$ cat src/rtl/axi_lite_mem_bridge_if.sv
// AXI4-lite slave channels plus the single-port memory request/response
// signals of axi_lite_mem_bridge, bundled as one interface.
// slave  : bridge view.  master : interconnect + memory view.
interface axi_lite_mem_bridge_if #(
   parameter int DATA_WIDTH = 64,
   parameter int ADDR_WIDTH = 64
);
   localparam int SW = DATA_WIDTH / 8;

   logic [ADDR_WIDTH-1:0] s_awaddr;
   logic                  s_awvalid;
   logic                  s_awready;
   logic [DATA_WIDTH-1:0] s_wdata;
   logic [SW-1:0]         s_wstrb;
   logic                  s_wvalid;
   logic                  s_wready;
   logic [1:0]            s_bresp;
   logic                  s_bvalid;
   logic                  s_bready;
   logic [ADDR_WIDTH-1:0] s_araddr;
   logic                  s_arvalid;
   logic                  s_arready;
   logic [DATA_WIDTH-1:0] s_rdata;
   logic [1:0]            s_rresp;
   logic                  s_rvalid;
   logic                  s_rready;

   logic [ADDR_WIDTH-1:0] mem_waddr;
   logic [DATA_WIDTH-1:0] mem_wdata;
   logic [SW-1:0]         mem_wmask;
   logic                  mem_wen;
   logic                  mem_wvalid;
   logic [ADDR_WIDTH-1:0] mem_raddr;
   logic                  mem_ren;
   logic [DATA_WIDTH-1:0] mem_rdata;
   logic                  mem_rvalid;

   modport slave (
      input  s_awaddr, s_awvalid, s_wdata, s_wstrb, s_wvalid, s_bready,
             s_araddr, s_arvalid, s_rready, mem_wvalid, mem_rdata, mem_rvalid,
      output s_awready, s_wready, s_bresp, s_bvalid, s_arready, s_rdata,
             s_rresp, s_rvalid, mem_waddr, mem_wdata, mem_wmask, mem_wen,
             mem_raddr, mem_ren
   );

   modport master (
      output s_awaddr, s_awvalid, s_wdata, s_wstrb, s_wvalid, s_bready,
             s_araddr, s_arvalid, s_rready, mem_wvalid, mem_rdata, mem_rvalid,
      input  s_awready, s_wready, s_bresp, s_bvalid, s_arready, s_rdata,
             s_rresp, s_rvalid, mem_waddr, mem_wdata, mem_wmask, mem_wen,
             mem_raddr, mem_ren
   );
endinterface

$ cat src/rtl/axi_lite_mem_bridge.sv
// AXI4-lite slave to single-port memory bridge.
// One-entry AW/W/AR buffers, fair write/read arbitration onto the memory
// port, address-window decode (out-of-window -> SLVERR, memory untouched).
// Optional watchdog: define MEM_TIMEOUT_EN to abort memory accesses that
// take TIMEOUT_CYCLES cycles without a done strobe.
module axi_lite_mem_bridge #(
   parameter int                    DATA_WIDTH     = 64,
   parameter int                    ADDR_WIDTH     = 64,
   parameter logic [ADDR_WIDTH-1:0] BASE_ADDR      = '0,
   parameter logic [ADDR_WIDTH-1:0] MEM_BYTES      = 'h10000,
   parameter int                    TIMEOUT_CYCLES = 1023
) (
   input  logic                   clk,
   input  logic                   rstn,
   axi_lite_mem_bridge_if.slave   bus,
   output logic [2:0]             debug_state,
   output logic                   debug_last_rd
);
   localparam int SW = DATA_WIDTH / 8;

   typedef enum logic [2:0] {
      IDLE  = 3'd0,
      WMEM  = 3'd1,
      RMEM  = 3'd2,
      WRESP = 3'd3,
      RRESP = 3'd4
   } state_t;

   state_t                state_q, state_d;
   logic                  aw_full_q, aw_full_d;
   logic [ADDR_WIDTH-1:0] aw_addr_q, aw_addr_d;
   logic                  w_full_q, w_full_d;
   logic [DATA_WIDTH-1:0] w_data_q, w_data_d;
   logic [SW-1:0]         w_strb_q, w_strb_d;
   logic                  ar_full_q, ar_full_d;
   logic [ADDR_WIDTH-1:0] ar_addr_q, ar_addr_d;
   logic                  awready_q, awready_d;
   logic                  wready_q, wready_d;
   logic                  arready_q, arready_d;
   logic                  last_rd_q, last_rd_d;
   logic [ADDR_WIDTH-1:0] mem_waddr_q, mem_waddr_d;
   logic [DATA_WIDTH-1:0] mem_wdata_q, mem_wdata_d;
   logic [SW-1:0]         mem_wmask_q, mem_wmask_d;
   logic                  mem_wen_q, mem_wen_d;
   logic [ADDR_WIDTH-1:0] mem_raddr_q, mem_raddr_d;
   logic                  mem_ren_q, mem_ren_d;
   logic                  bvalid_q, bvalid_d;
   logic [1:0]            bresp_q, bresp_d;
   logic                  rvalid_q, rvalid_d;
   logic [1:0]            rresp_q, rresp_d;
   logic [DATA_WIDTH-1:0] rdata_q, rdata_d;

`ifdef MEM_TIMEOUT_EN
   logic [31:0]           cnt_q, cnt_d;
   logic                  tmo;
   assign tmo = (cnt_q == 32'(TIMEOUT_CYCLES - 1));
`else
   logic                  unused_timeout;
   assign unused_timeout = ^TIMEOUT_CYCLES;
`endif

   // Window decode: offsets wrap, so addresses below BASE land out of window.
   logic [ADDR_WIDTH-1:0] wr_off, rd_off;
   logic                  wr_in_win, rd_in_win;
   logic                  wr_pend, rd_pend, grant_wr, grant_rd;

   assign wr_off    = aw_addr_q - BASE_ADDR;
   assign rd_off    = ar_addr_q - BASE_ADDR;
   assign wr_in_win = (wr_off < MEM_BYTES);
   assign rd_in_win = (rd_off < MEM_BYTES);
   assign wr_pend   = aw_full_q & w_full_q;
   assign rd_pend   = ar_full_q;
   // On a tie, the side that did not win last time goes first.
   assign grant_wr  = wr_pend & (~rd_pend | last_rd_q);
   assign grant_rd  = rd_pend & ~grant_wr;

   // Next-state: buffer capture, arbitration, memory and response phases.
   always_comb begin
      state_d     = state_q;
      aw_full_d   = aw_full_q;
      aw_addr_d   = aw_addr_q;
      w_full_d    = w_full_q;
      w_data_d    = w_data_q;
      w_strb_d    = w_strb_q;
      ar_full_d   = ar_full_q;
      ar_addr_d   = ar_addr_q;
      last_rd_d   = last_rd_q;
      mem_waddr_d = mem_waddr_q;
      mem_wdata_d = mem_wdata_q;
      mem_wmask_d = mem_wmask_q;
      mem_wen_d   = mem_wen_q;
      mem_raddr_d = mem_raddr_q;
      mem_ren_d   = mem_ren_q;
      bvalid_d    = bvalid_q;
      bresp_d     = bresp_q;
      rvalid_d    = rvalid_q;
      rresp_d     = rresp_q;
      rdata_d     = rdata_q;
`ifdef MEM_TIMEOUT_EN
      cnt_d       = cnt_q;
`endif

      // ready is only high while the buffer is empty, so capture and the
      // grant-time clear below never hit the same buffer in one cycle
      if (bus.s_awvalid && awready_q) begin
         aw_full_d = 1'b1;
         aw_addr_d = bus.s_awaddr;
      end
      if (bus.s_wvalid && wready_q) begin
         w_full_d = 1'b1;
         w_data_d = bus.s_wdata;
         w_strb_d = bus.s_wstrb;
      end
      if (bus.s_arvalid && arready_q) begin
         ar_full_d = 1'b1;
         ar_addr_d = bus.s_araddr;
      end

      case (state_q)
         IDLE: begin
            if (grant_wr) begin
               last_rd_d = 1'b0;
               aw_full_d = 1'b0;
               w_full_d  = 1'b0;
`ifdef MEM_TIMEOUT_EN
               cnt_d     = '0;
`endif
               if (wr_in_win) begin
                  mem_waddr_d = wr_off;
                  mem_wdata_d = w_data_q;
                  mem_wmask_d = w_strb_q;
                  mem_wen_d   = 1'b1;
                  state_d     = WMEM;
               end else begin
                  bvalid_d = 1'b1;
                  bresp_d  = 2'b10;
                  state_d  = WRESP;
               end
            end else if (grant_rd) begin
               last_rd_d = 1'b1;
               ar_full_d = 1'b0;
`ifdef MEM_TIMEOUT_EN
               cnt_d     = '0;
`endif
               if (rd_in_win) begin
                  mem_raddr_d = rd_off;
                  mem_ren_d   = 1'b1;
                  state_d     = RMEM;
               end else begin
                  rvalid_d = 1'b1;
                  rresp_d  = 2'b10;
                  rdata_d  = '0;
                  state_d  = RRESP;
               end
            end
         end
         WMEM: begin
`ifdef MEM_TIMEOUT_EN
            cnt_d = cnt_q + 32'd1;
`endif
            if (bus.mem_wvalid) begin
               mem_wen_d = 1'b0;
               bvalid_d  = 1'b1;
               bresp_d   = 2'b00;
               state_d   = WRESP;
            end
`ifdef MEM_TIMEOUT_EN
            else if (tmo) begin
               mem_wen_d = 1'b0;
               bvalid_d  = 1'b1;
               bresp_d   = 2'b10;
               state_d   = WRESP;
            end
`endif
         end
         RMEM: begin
`ifdef MEM_TIMEOUT_EN
            cnt_d = cnt_q + 32'd1;
`endif
            if (bus.mem_rvalid) begin
               mem_ren_d = 1'b0;
               rvalid_d  = 1'b1;
               rresp_d   = 2'b00;
               rdata_d   = bus.mem_rdata;
               state_d   = RRESP;
            end
`ifdef MEM_TIMEOUT_EN
            else if (tmo) begin
               mem_ren_d = 1'b0;
               rvalid_d  = 1'b1;
               rresp_d   = 2'b10;
               rdata_d   = '0;
               state_d   = RRESP;
            end
`endif
         end
         WRESP: begin
            if (bus.s_bready) begin
               bvalid_d = 1'b0;
               state_d  = IDLE;
            end
         end
         RRESP: begin
            if (bus.s_rready) begin
               rvalid_d = 1'b0;
               state_d  = IDLE;
            end
         end
         default: state_d = IDLE;
      endcase

      awready_d = ~aw_full_d;
      wready_d  = ~w_full_d;
      arready_d = ~ar_full_d;
   end

   // State register; reset clears every output and empties the buffers.
   always_ff @(posedge clk) begin
      if (!rstn) begin
         state_q     <= IDLE;
         aw_full_q   <= 1'b0;
         aw_addr_q   <= '0;
         w_full_q    <= 1'b0;
         w_data_q    <= '0;
         w_strb_q    <= '0;
         ar_full_q   <= 1'b0;
         ar_addr_q   <= '0;
         awready_q   <= 1'b0;
         wready_q    <= 1'b0;
         arready_q   <= 1'b0;
         last_rd_q   <= 1'b1;
         mem_waddr_q <= '0;
         mem_wdata_q <= '0;
         mem_wmask_q <= '0;
         mem_wen_q   <= 1'b0;
         mem_raddr_q <= '0;
         mem_ren_q   <= 1'b0;
         bvalid_q    <= 1'b0;
         bresp_q     <= 2'b00;
         rvalid_q    <= 1'b0;
         rresp_q     <= 2'b00;
         rdata_q     <= '0;
`ifdef MEM_TIMEOUT_EN
         cnt_q       <= '0;
`endif
      end else begin
         state_q     <= state_d;
         aw_full_q   <= aw_full_d;
         aw_addr_q   <= aw_addr_d;
         w_full_q    <= w_full_d;
         w_data_q    <= w_data_d;
         w_strb_q    <= w_strb_d;
         ar_full_q   <= ar_full_d;
         ar_addr_q   <= ar_addr_d;
         awready_q   <= awready_d;
         wready_q    <= wready_d;
         arready_q   <= arready_d;
         last_rd_q   <= last_rd_d;
         mem_waddr_q <= mem_waddr_d;
         mem_wdata_q <= mem_wdata_d;
         mem_wmask_q <= mem_wmask_d;
         mem_wen_q   <= mem_wen_d;
         mem_raddr_q <= mem_raddr_d;
         mem_ren_q   <= mem_ren_d;
         bvalid_q    <= bvalid_d;
         bresp_q     <= bresp_d;
         rvalid_q    <= rvalid_d;
         rresp_q     <= rresp_d;
         rdata_q     <= rdata_d;
`ifdef MEM_TIMEOUT_EN
         cnt_q       <= cnt_d;
`endif
      end
   end

   assign bus.s_awready  = awready_q;
   assign bus.s_wready   = wready_q;
   assign bus.s_arready  = arready_q;
   assign bus.s_bvalid   = bvalid_q;
   assign bus.s_bresp    = bresp_q;
   assign bus.s_rvalid   = rvalid_q;
   assign bus.s_rresp    = rresp_q;
   assign bus.s_rdata    = rdata_q;
   assign bus.mem_waddr  = mem_waddr_q;
   assign bus.mem_wdata  = mem_wdata_q;
   assign bus.mem_wmask  = mem_wmask_q;
   assign bus.mem_wen    = mem_wen_q;
   assign bus.mem_raddr  = mem_raddr_q;
   assign bus.mem_ren    = mem_ren_q;
   assign debug_state    = state_q;
   assign debug_last_rd  = last_rd_q;
endmodule

$ cat src/flat_wrapper.sv
// flat-port wrapper written by rule: the top's interface ports become plain ports
module axi_lite_mem_bridge_flat 
#(
   parameter int                    DATA_WIDTH     = 64,
   parameter int                    ADDR_WIDTH     = 64,
   parameter logic [ADDR_WIDTH-1:0] BASE_ADDR      = '0,
   parameter logic [ADDR_WIDTH-1:0] MEM_BYTES      = 'h10000,
   parameter int                    TIMEOUT_CYCLES = 1023
)
  (clk, rstn, debug_state, debug_last_rd, bus_s_awaddr, bus_s_awvalid, bus_s_wdata, bus_s_wstrb, bus_s_wvalid, bus_s_bready, bus_s_araddr, bus_s_arvalid, bus_s_rready, bus_mem_wvalid, bus_mem_rdata, bus_mem_rvalid, bus_s_awready, bus_s_wready, bus_s_bresp, bus_s_bvalid, bus_s_arready, bus_s_rdata, bus_s_rresp, bus_s_rvalid, bus_mem_waddr, bus_mem_wdata, bus_mem_wmask, bus_mem_wen, bus_mem_raddr, bus_mem_ren);
  axi_lite_mem_bridge_if #(.DATA_WIDTH(DATA_WIDTH), .ADDR_WIDTH(ADDR_WIDTH)) bus_i ();
  input  logic clk;
  input  logic rstn;
  output logic [2:0] debug_state;
  output logic debug_last_rd;
  input wire logic [$bits(bus_i.s_awaddr)-1:0] bus_s_awaddr;
  input wire logic [$bits(bus_i.s_awvalid)-1:0] bus_s_awvalid;
  input wire logic [$bits(bus_i.s_wdata)-1:0] bus_s_wdata;
  input wire logic [$bits(bus_i.s_wstrb)-1:0] bus_s_wstrb;
  input wire logic [$bits(bus_i.s_wvalid)-1:0] bus_s_wvalid;
  input wire logic [$bits(bus_i.s_bready)-1:0] bus_s_bready;
  input wire logic [$bits(bus_i.s_araddr)-1:0] bus_s_araddr;
  input wire logic [$bits(bus_i.s_arvalid)-1:0] bus_s_arvalid;
  input wire logic [$bits(bus_i.s_rready)-1:0] bus_s_rready;
  input wire logic [$bits(bus_i.mem_wvalid)-1:0] bus_mem_wvalid;
  input wire logic [$bits(bus_i.mem_rdata)-1:0] bus_mem_rdata;
  input wire logic [$bits(bus_i.mem_rvalid)-1:0] bus_mem_rvalid;
  output wire logic [$bits(bus_i.s_awready)-1:0] bus_s_awready;
  output wire logic [$bits(bus_i.s_wready)-1:0] bus_s_wready;
  output wire logic [$bits(bus_i.s_bresp)-1:0] bus_s_bresp;
  output wire logic [$bits(bus_i.s_bvalid)-1:0] bus_s_bvalid;
  output wire logic [$bits(bus_i.s_arready)-1:0] bus_s_arready;
  output wire logic [$bits(bus_i.s_rdata)-1:0] bus_s_rdata;
  output wire logic [$bits(bus_i.s_rresp)-1:0] bus_s_rresp;
  output wire logic [$bits(bus_i.s_rvalid)-1:0] bus_s_rvalid;
  output wire logic [$bits(bus_i.mem_waddr)-1:0] bus_mem_waddr;
  output wire logic [$bits(bus_i.mem_wdata)-1:0] bus_mem_wdata;
  output wire logic [$bits(bus_i.mem_wmask)-1:0] bus_mem_wmask;
  output wire logic [$bits(bus_i.mem_wen)-1:0] bus_mem_wen;
  output wire logic [$bits(bus_i.mem_raddr)-1:0] bus_mem_raddr;
  output wire logic [$bits(bus_i.mem_ren)-1:0] bus_mem_ren;
  assign bus_i.s_awaddr = bus_s_awaddr;
  assign bus_i.s_awvalid = bus_s_awvalid;
  assign bus_i.s_wdata = bus_s_wdata;
  assign bus_i.s_wstrb = bus_s_wstrb;
  assign bus_i.s_wvalid = bus_s_wvalid;
  assign bus_i.s_bready = bus_s_bready;
  assign bus_i.s_araddr = bus_s_araddr;
  assign bus_i.s_arvalid = bus_s_arvalid;
  assign bus_i.s_rready = bus_s_rready;
  assign bus_i.mem_wvalid = bus_mem_wvalid;
  assign bus_i.mem_rdata = bus_mem_rdata;
  assign bus_i.mem_rvalid = bus_mem_rvalid;
  assign bus_s_awready = bus_i.s_awready;
  assign bus_s_wready = bus_i.s_wready;
  assign bus_s_bresp = bus_i.s_bresp;
  assign bus_s_bvalid = bus_i.s_bvalid;
  assign bus_s_arready = bus_i.s_arready;
  assign bus_s_rdata = bus_i.s_rdata;
  assign bus_s_rresp = bus_i.s_rresp;
  assign bus_s_rvalid = bus_i.s_rvalid;
  assign bus_mem_waddr = bus_i.mem_waddr;
  assign bus_mem_wdata = bus_i.mem_wdata;
  assign bus_mem_wmask = bus_i.mem_wmask;
  assign bus_mem_wen = bus_i.mem_wen;
  assign bus_mem_raddr = bus_i.mem_raddr;
  assign bus_mem_ren = bus_i.mem_ren;
  axi_lite_mem_bridge #(.DATA_WIDTH(DATA_WIDTH), .ADDR_WIDTH(ADDR_WIDTH), .BASE_ADDR(BASE_ADDR), .MEM_BYTES(MEM_BYTES), .TIMEOUT_CYCLES(TIMEOUT_CYCLES)) u_core (.clk(clk), .rstn(rstn), .bus(bus_i), .debug_state(debug_state), .debug_last_rd(debug_last_rd));
endmodule
$ cat config.mk
export PLATFORM = sky130hd
export DESIGN_NAME = axi_lite_mem_bridge_flat
export DESIGN_NICKNAME = d
export VERILOG_FILES = /design/src/rtl/axi_lite_mem_bridge_if.sv /design/src/rtl/axi_lite_mem_bridge.sv /design/src/flat_wrapper.sv
export SDC_FILE = /design/constraint.sdc
export NUM_CORES = 1
export LEC_CHECK = 0
export ABC_AREA = 1
export CAP_MARGIN = 20
export CORE_ASPECT_RATIO = 1.2
export CORE_MARGIN = 2
export CORE_UTILIZATION = 25
export CTS_CLUSTER_DIAMETER = 50
export DETAILED_ROUTE_END_ITERATION = 8
export DONT_BUFFER_PORTS = 1
export PLACE_DENSITY = 0.4
export SETUP_SLACK_MARGIN = 0.02
export SKIP_CTS_REPAIR_TIMING = 1
export SLEW_MARGIN = 20
export SYNTH_ARGS = -nofsm -noshare
export SYNTH_HDL_FRONTEND = slang
export SYNTH_SLANG_ARGS = --single-unit
export TNS_END_PERCENT = 5
$ cat constraint.sdc
create_clock -name clk -period 1.7 [get_ports clk]
set_input_delay 0.51 -clock clk [delete_from_list [all_inputs] [get_ports clk]]
set_output_delay 0.51 -clock clk [all_outputs]
set_load 0.005 [all_outputs]
==> impl_metrics.json, run 1 <==
{
  "status": "finished with violations",
  "failed_checks": "setup timing",
  "cp-end-kind": "flop",
  "hold_class": "in2reg",
  "worstPathMaxFanout": 6,
  "coreArea_sq_um": 66000,
  "fp-row-count": 103,
  "initial_utilization_pct": 25.3,
  "syn_area_per_cell_sq_um": 8.14,
  "synth_top_family_by_area": "simple AND/OR/NAND/NOR gates",
  "p_int_mw": 20.2,
  "yosys_warnings": 0,
  "power.share.clock_pct": 47.4,
  "fp.dieW_um": 240,
  "place_ws_ps": -308,
  "seqPwrFrac_pct": 44.0,
  "cts.clk_slew.worst_paths_ps": 60,
  "layout-drive-gt1-share_pct": 13.5,
  "cts_tree": "yes",
  "ys_seq_elements": 480,
  "synth.area.mux_share_pct": 0,
  "synthXorXnorAreaFrac_pct": 0,
  "finalPower_mw": 27.1,
  "power.density_nw_per_um2": 1310,
  "crit_arrival_ps": 2370,
  "drt-total-wl_um": 55000,
  "multi_input_area_sq_um": 6170,
  "die_area_sq_um": 68900,
  "first_global_vias": 13100,
  "synth_fa_ha_area_share_pct": 0,
  "placed_cells": 2857,
  "postRouteAntennaNets": 0,
  "overflow": 0,
  "swShare_pct": 25.6,
  "hpwl_um": 37400,
  "required_ps": 2190,
  "rsz0062_at_grt": "yes",
  "portBuffers": 0,
  "mostFrequentLayoutCell": "nor2_1",
  "period_needed_ps": 1870,
  "drc": 0,
  "synth-simple-area-share_pct": 22.1,
  "comb_power_share_pct": 8.6,
  "via_count": 13500,
  "grt_antenna_before_repair": 15,
  "clk_path_buf_depth": 3,
  "cts_sinks": 480,
  "p_leak_nw": 8.04,
  "maxCapViolations": 0,
  "syn_inst": 2053,
  "die_y_um": 287,
  "finalCritPeriodShare_pct": 110,
  "clockRootBuffer": "clkbuf_16",
  "netlist_area_sq_um": 16700,
  "setup_ws_ps": -173,
  "seqCellArea_sq_um": 9630,
  "final_cells": 3000,
  "htreeDepth": 2,
  "fin_worst_skew_ps": 21.7,
  "nets": 2321,
  "slew_headroom_pct": 44.9,
  "first_pass_iters": 4,
  "routedWlPerCell_um": 18.3,
  "io_pins": 552,
  "hold_viol_final": 0,
  "fillers": 7086,
  "grt_pass1_wl_um": 78000,
  "peakVddDrop_v": 0.000699,
  "ys_types": 29,
  "cp-start-kind": "flop",
  "path_class": "reg2reg",
  "place_congestion": 0.757,
  "tightest_slew_ps": 826,
  "grt_max_degree": 358,
  "yosysSeqAreaShare_pct": 57.5,
  "r2r_slack_ps": -170,
  "synth-compound-area-share_pct": 13.3,
  "layout_common_cells": "482 x nor2_1, 467 x dfxtp_1, 248 x o21ai_0",
  "initialDrtViolationCount": 563,
  "via_per_inst": 4.51,
  "grt_usage_pct": 14.6,
  "max_freq_mhz": 534,
  "setup_viol": 135,
  "syn2layout_area_growth_pct": 23.8,
  "cts_buffers": 59,
  "slew_violations": 0,
  "insertion_delay_ps": 620,
  "p_sw_mw": 6.94
}
-- critical path: stages (launching register included) --
cell	delay, ps
dfxtp_1	310
nor2_1	120
nand2_1	60
nor2_1	120
nand2_2	110
nor2_4	180
nand2_4	80
nor2_4	170
buf_12	130
buf_12	150
buf_12	120
buf_6	120
a21oi_1	70
-- logic make-up after synthesis --
logic type | Yosys count
simple gates | 856
flops | 480
compound gates | 443
buf+inv | 273
other cells | 1
-- power by group through the flow --
| stage | logic, mW | clock network, mW | registers (mW) |
|---|---|---|---|
| detailed placement | 2.07 | 0 | 12.2 |
| finish | 2.33 | 12.9 | 12.0 |
| global placement | 2.05 | 0 | 12.2 |
| CTS | 2.07 | 13.3 | 11.9 |
| global route | 2.61 | 13.8 | 12.0 |
| floorplan | 1.58 | 0 | 12.1 |
-- synth_stat cells --
library cell  count  area, sq um
nor2_1          497         1870
nand4_1           5         31.3
nor2_2            1         6.26
conb_1            1         3.75
o21ai_2           1         8.76
buf_6            15          169
buf_1            10         37.5
buf_8             1         15.0
nor2_4            4         45.0
o21ai_1          54          270
clkbuf_1        107          402
a21oi_1         129          646
nor3_1           69          345
buf_4             3         22.5
o21ai_0         256         1280
nand2_1         110          413
a31oi_1           1         6.26
nor3b_1          48          360
inv_2             7         26.3
or2_1             1         6.26
buf_2            21          105
o21a_1            1         7.51
clkinv_1          1         3.75
inv_1           108          405
dfxtp_1         480         9610
nand2_2           3         18.8
o211ai_1          1         7.51
nand3_2           1         10.0
nand3_1         117          586
-- metal layers --
metal	GRT usage, %	wire length (um)	vias to the layer above
met2	25.3	26900	409
met3	5.70	5180	102
met4	6.54	1960	4
met1	15.6	20900	6301
met5	0	25	-
li1	-	-	6704
-- registers in the layout (all words and copies together) (netlist names) --
| signal | flops |
|---|---|
| u_core.bus.s_arready | 1 |
| u_core.bus.mem_ren | 1 |
| u_core.bus.mem_wen | 1 |
| u_core.w_strb_q | 8 |
| u_core.bus.mem_waddr | 64 |
| u_core.w_full_q | 1 |
| u_core.ar_full_q | 1 |
| u_core.bus.s_rdata | 64 |
| u_core.bus.mem_raddr | 64 |
| u_core.aw_addr_q | 64 |
| u_core.w_data_q | 64 |
| u_core.bus.s_rresp | 1 |
| u_core.bus.s_rvalid | 1 |
| u_core.bus.s_wready | 1 |
| u_core.bus.mem_wmask | 8 |
| u_core.debug_state | 3 |
| u_core.bus.mem_wdata | 64 |
| u_core.bus.s_awready | 1 |
| u_core.ar_addr_q | 64 |
| u_core.aw_full_q | 1 |
| u_core.bus.s_bresp | 1 |
| u_core.debug_last_rd | 1 |
| u_core.bus.s_bvalid | 1 |
-- per-stage QoR --
stage	utilization, %	setup TNS, ps	instance area (sq um)	hold WS [ps]
floorplan	-	0	16700	430
global placement	27.2	-39660	17900	441
detailed placement	27.2	-40410	17900	445
CTS	30.3	-44710	20000	-10.1
global route	31.3	-37990	20700	6.20
finish	31.4	-13950	20700	41.6
-- cell type report --
class / instances / share of cell area (%)
Sequential cell: 480 / 46.5
Clock buffer: 84 / 8.27
Antenna cell: 9 / 0.109
Inverter: 116 / 2.12
Clock inverter: 28 / 1.58
Multi-Input combinational cell: 1301 / 29.8
Tap cell: 892 / 5.40
Timing Repair Buffer: 90 / 6.15
-- worst paths after layout --
path                                           from                                   end  cells past startpoint
setup / recovery  u_core.aw_addr_q[44]$_SDFFE_PN0P_  u_core.bus.mem_waddr[0]$_SDFFE_PN0P_                     12
setup reg to reg  u_core.aw_addr_q[44]$_SDFFE_PN0P_  u_core.bus.mem_waddr[0]$_SDFFE_PN0P_                     12
hold / removal                    bus_mem_rdata[48]   u_core.bus.s_rdata[48]$_SDFFE_PN0P_                      2
hold reg to reg     u_core.w_data_q[3]$_SDFFE_PN0P_       u_core.w_data_q[3]$_SDFFE_PN0P_                      2
Power figures use the tool's default switching activity.
==> run 2: changes to the inputs <==
CORE_AREA = 2 2 214 216   (was unset)
CORE_ASPECT_RATIO = unset   (was 1.2)
CORE_MARGIN = unset   (was 2)
CORE_UTILIZATION = unset   (was 25)
DIE_AREA = 0 0 216 218   (was unset)
PLACE_DENSITY = 0.53   (was 0.4)
SLEW_MARGIN = unset   (was 20)
==> run 2 against run 1 <==
  * The flow still finishes with violations (setup timing)
  * Total power shrank 3.4%
  * Routed wire length decreased by 12%
  * Final cell count decreased by 11%
  * First-iteration DRC count up 40%
  * Via count is 1.3% lower
  * Worst hold slack improved by 52 ps
  * Clock skew down 8.5 ps
==> impl_metrics.json, run 2 (same netlist as run 1, synthesis figures left out) <==
{
  "status": "finished with violations",
  "failed_checks": "setup timing",
  "first_pass_iters": 5,
  "slew_violations": 0,
  "cts_tree": "yes",
  "cp_top_family": "simple AND/OR/NAND/NOR gates",
  "cts.clk_slew.worst_paths_ps": 60,
  "via_per_inst": 4.99,
  "grt_pass1_wl_um": 71300,
  "power.density_nw_per_um2": 1330,
  "fp-row-count": 78,
  "routedWlPerCell_um": 18.2,
  "path_class": "reg2reg",
  "postRouteAntennaNets": 0,
  "power.share.clock_pct": 46.0,
  "layout_common_cells": "490 x nor2_1, 474 x dfxtp_1, 239 x o21ai_0",
  "p_sw_mw": 6.30,
  "slew_headroom_pct": 21.3,
  "critPathSlowestCell": "dfxtp_1",
  "io_pins": 552,
  "initialDrtViolationCount": 790,
  "insertion_delay_ps": 580,
  "worstPathCellList": "nor2_1 > nand2_1 > nor2_1 > nand2_1 > nor2_4 > nand2_4 > nor2_4 > buf_12 > buf_12 > clkbuf_16 > nor3b_1",
  "final_cells": 2675,
  "finalCritPeriodShare_pct": 108,
  "grt_max_degree": 358,
  "cts_buffers": 53,
  "overflow": 0,
  "maxCapViolations": 0,
  "swShare_pct": 24.0,
  "hpwl_um": 32900,
  "place_congestion": 0.784,
  "tightest_slew_ps": 1180,
  "hold_class": "in2reg",
  "mostFrequentLayoutCell": "nor2_1",
  "drc": 0,
  "crit_buf_inv": 3,
  "syn2layout_area_growth_pct": 18.3,
  "slowest_delay_ps": 310,
  "fp.dieW_um": 216,
  "setup_viol": 137,
  "max_freq_mhz": 545,
  "via_count": 13300,
  "fin_worst_skew_ps": 13.2,
  "cts_sinks": 480,
  "clk_path_buf_depth": 3,
  "die_y_um": 218,
  "place_ws_ps": -157,
  "coreArea_sq_um": 44900,
  "placed_cells": 2550,
  "hold_viol_final": 0,
  "nets": 2291,
  "clockRootBuffer": "clkbuf_16",
  "seqPwrFrac_pct": 45.6,
  "period_needed_ps": 1830,
  "grt_usage_pct": 19.1,
  "crit_arrival_ps": 2290,
  "cp-start-kind": "flop",
  "first_global_vias": 12500,
  "drt-total-wl_um": 48600,
  "comb_power_share_pct": 8.4,
  "p_leak_nw": 7.79,
  "rsz0062_at_grt": "yes",
  "die_area_sq_um": 47100,
  "peakVddDrop_v": 0.000781,
  "required_ps": 2160,
  "worstPathMaxFanout": 20,
  "setup_ws_ps": -134,
  "fillers": 4446,
  "portBuffers": 0,
  "p_int_mw": 19.9,
  "layout-drive-gt1-share_pct": 10.2,
  "cp-end-kind": "flop",
  "initial_utilization_pct": 37.2,
  "grt_antenna_before_repair": 17,
  "htreeDepth": 2
}
## run 2: cell types whose count changed in the layout (fill, tap and decap cells not counted), sizes merged
cell and change:
buf -24, clkbuf -5, clkinvlp +1, inv -5, bufinv +2, diode +3, clkinv -5
## run 2: per-stage QoR
| stage | util (%) | TNS [ps] | power (mW) | hold slack [ps] | area [sq um] |
|---|---|---|---|---|---|
| floorplan | - | 0 | 13.7 | 430 | 16700 |
| global placement | 38.8 | -8880 | 14.1 | 435 | 17400 |
| detailed placement | 38.8 | -14730 | 14.1 | 441 | 17400 |
| CTS | 43.0 | -18480 | 26.3 | 43.3 | 19300 |
| global route | 44.0 | -33240 | 27.3 | 61.0 | 19800 |
| finish | 44.0 | -7390 | 26.2 | 93.5 | 19800 |
## run 2: final timing paths
kind                                                         from                               endpoint  slack, ps  cells after the start
worst min-delay path                            bus_mem_rdata[18]    u_core.bus.s_rdata[18]$_SDFFE_PN0P_         90                      2
worst max-delay path            u_core.aw_addr_q[40]$_SDFFE_PN0P_  u_core.bus.mem_waddr[25]$_SDFFE_PN0P_       -130                     11
worst min register to register   u_core.aw_addr_q[8]$_SDFFE_PN0P_       u_core.aw_addr_q[8]$_SDFFE_PN0P_        450                      2
worst max register to register  u_core.aw_addr_q[40]$_SDFFE_PN0P_  u_core.bus.mem_waddr[25]$_SDFFE_PN0P_       -130                     11
## run 2: layout make-up
cell class / instances / area (sq um) / share of cell area (%)
multi-input cells: 1301 / 6070 / 30.7
clock buffers: 79 / 1620 / 8.18
well taps: 600 / 751 / 3.80
flip-flops and latches: 480 / 9620 / 48.6
clock inverters: 21 / 274 / 1.39
diodes: 12 / 30.0 / 0.152
inverters: 116 / 438 / 2.21
repair buffers: 66 / 981 / 4.96
## run 2: routing by layer
| metal | up-vias | part of all wire (%) | global-route usage [%] |
|---|---|---|---|
| met2 | 427 | 50 | 32.9 |
| met3 | 96 | 9.2 | 7.24 |
| met1 | 6184 | 38 | 21.3 |
| met4 | 12 | 2.6 | 7.26 |
| li1 | 6629 | - | - |
| met5 | - | 0.17 | 0 |
## run 2: power groups by stage
stage                     clock network (mW)  logic [mW]  registers, mW
final                                   12.1        2.19           12.0
after detailed placement                   0        1.92           12.2
after CTS                               12.4        1.92           12.0
after global routing                    12.8        2.44           12.0
after global placement                     0        1.87           12.2
after floorplan                            0        1.58           12.1
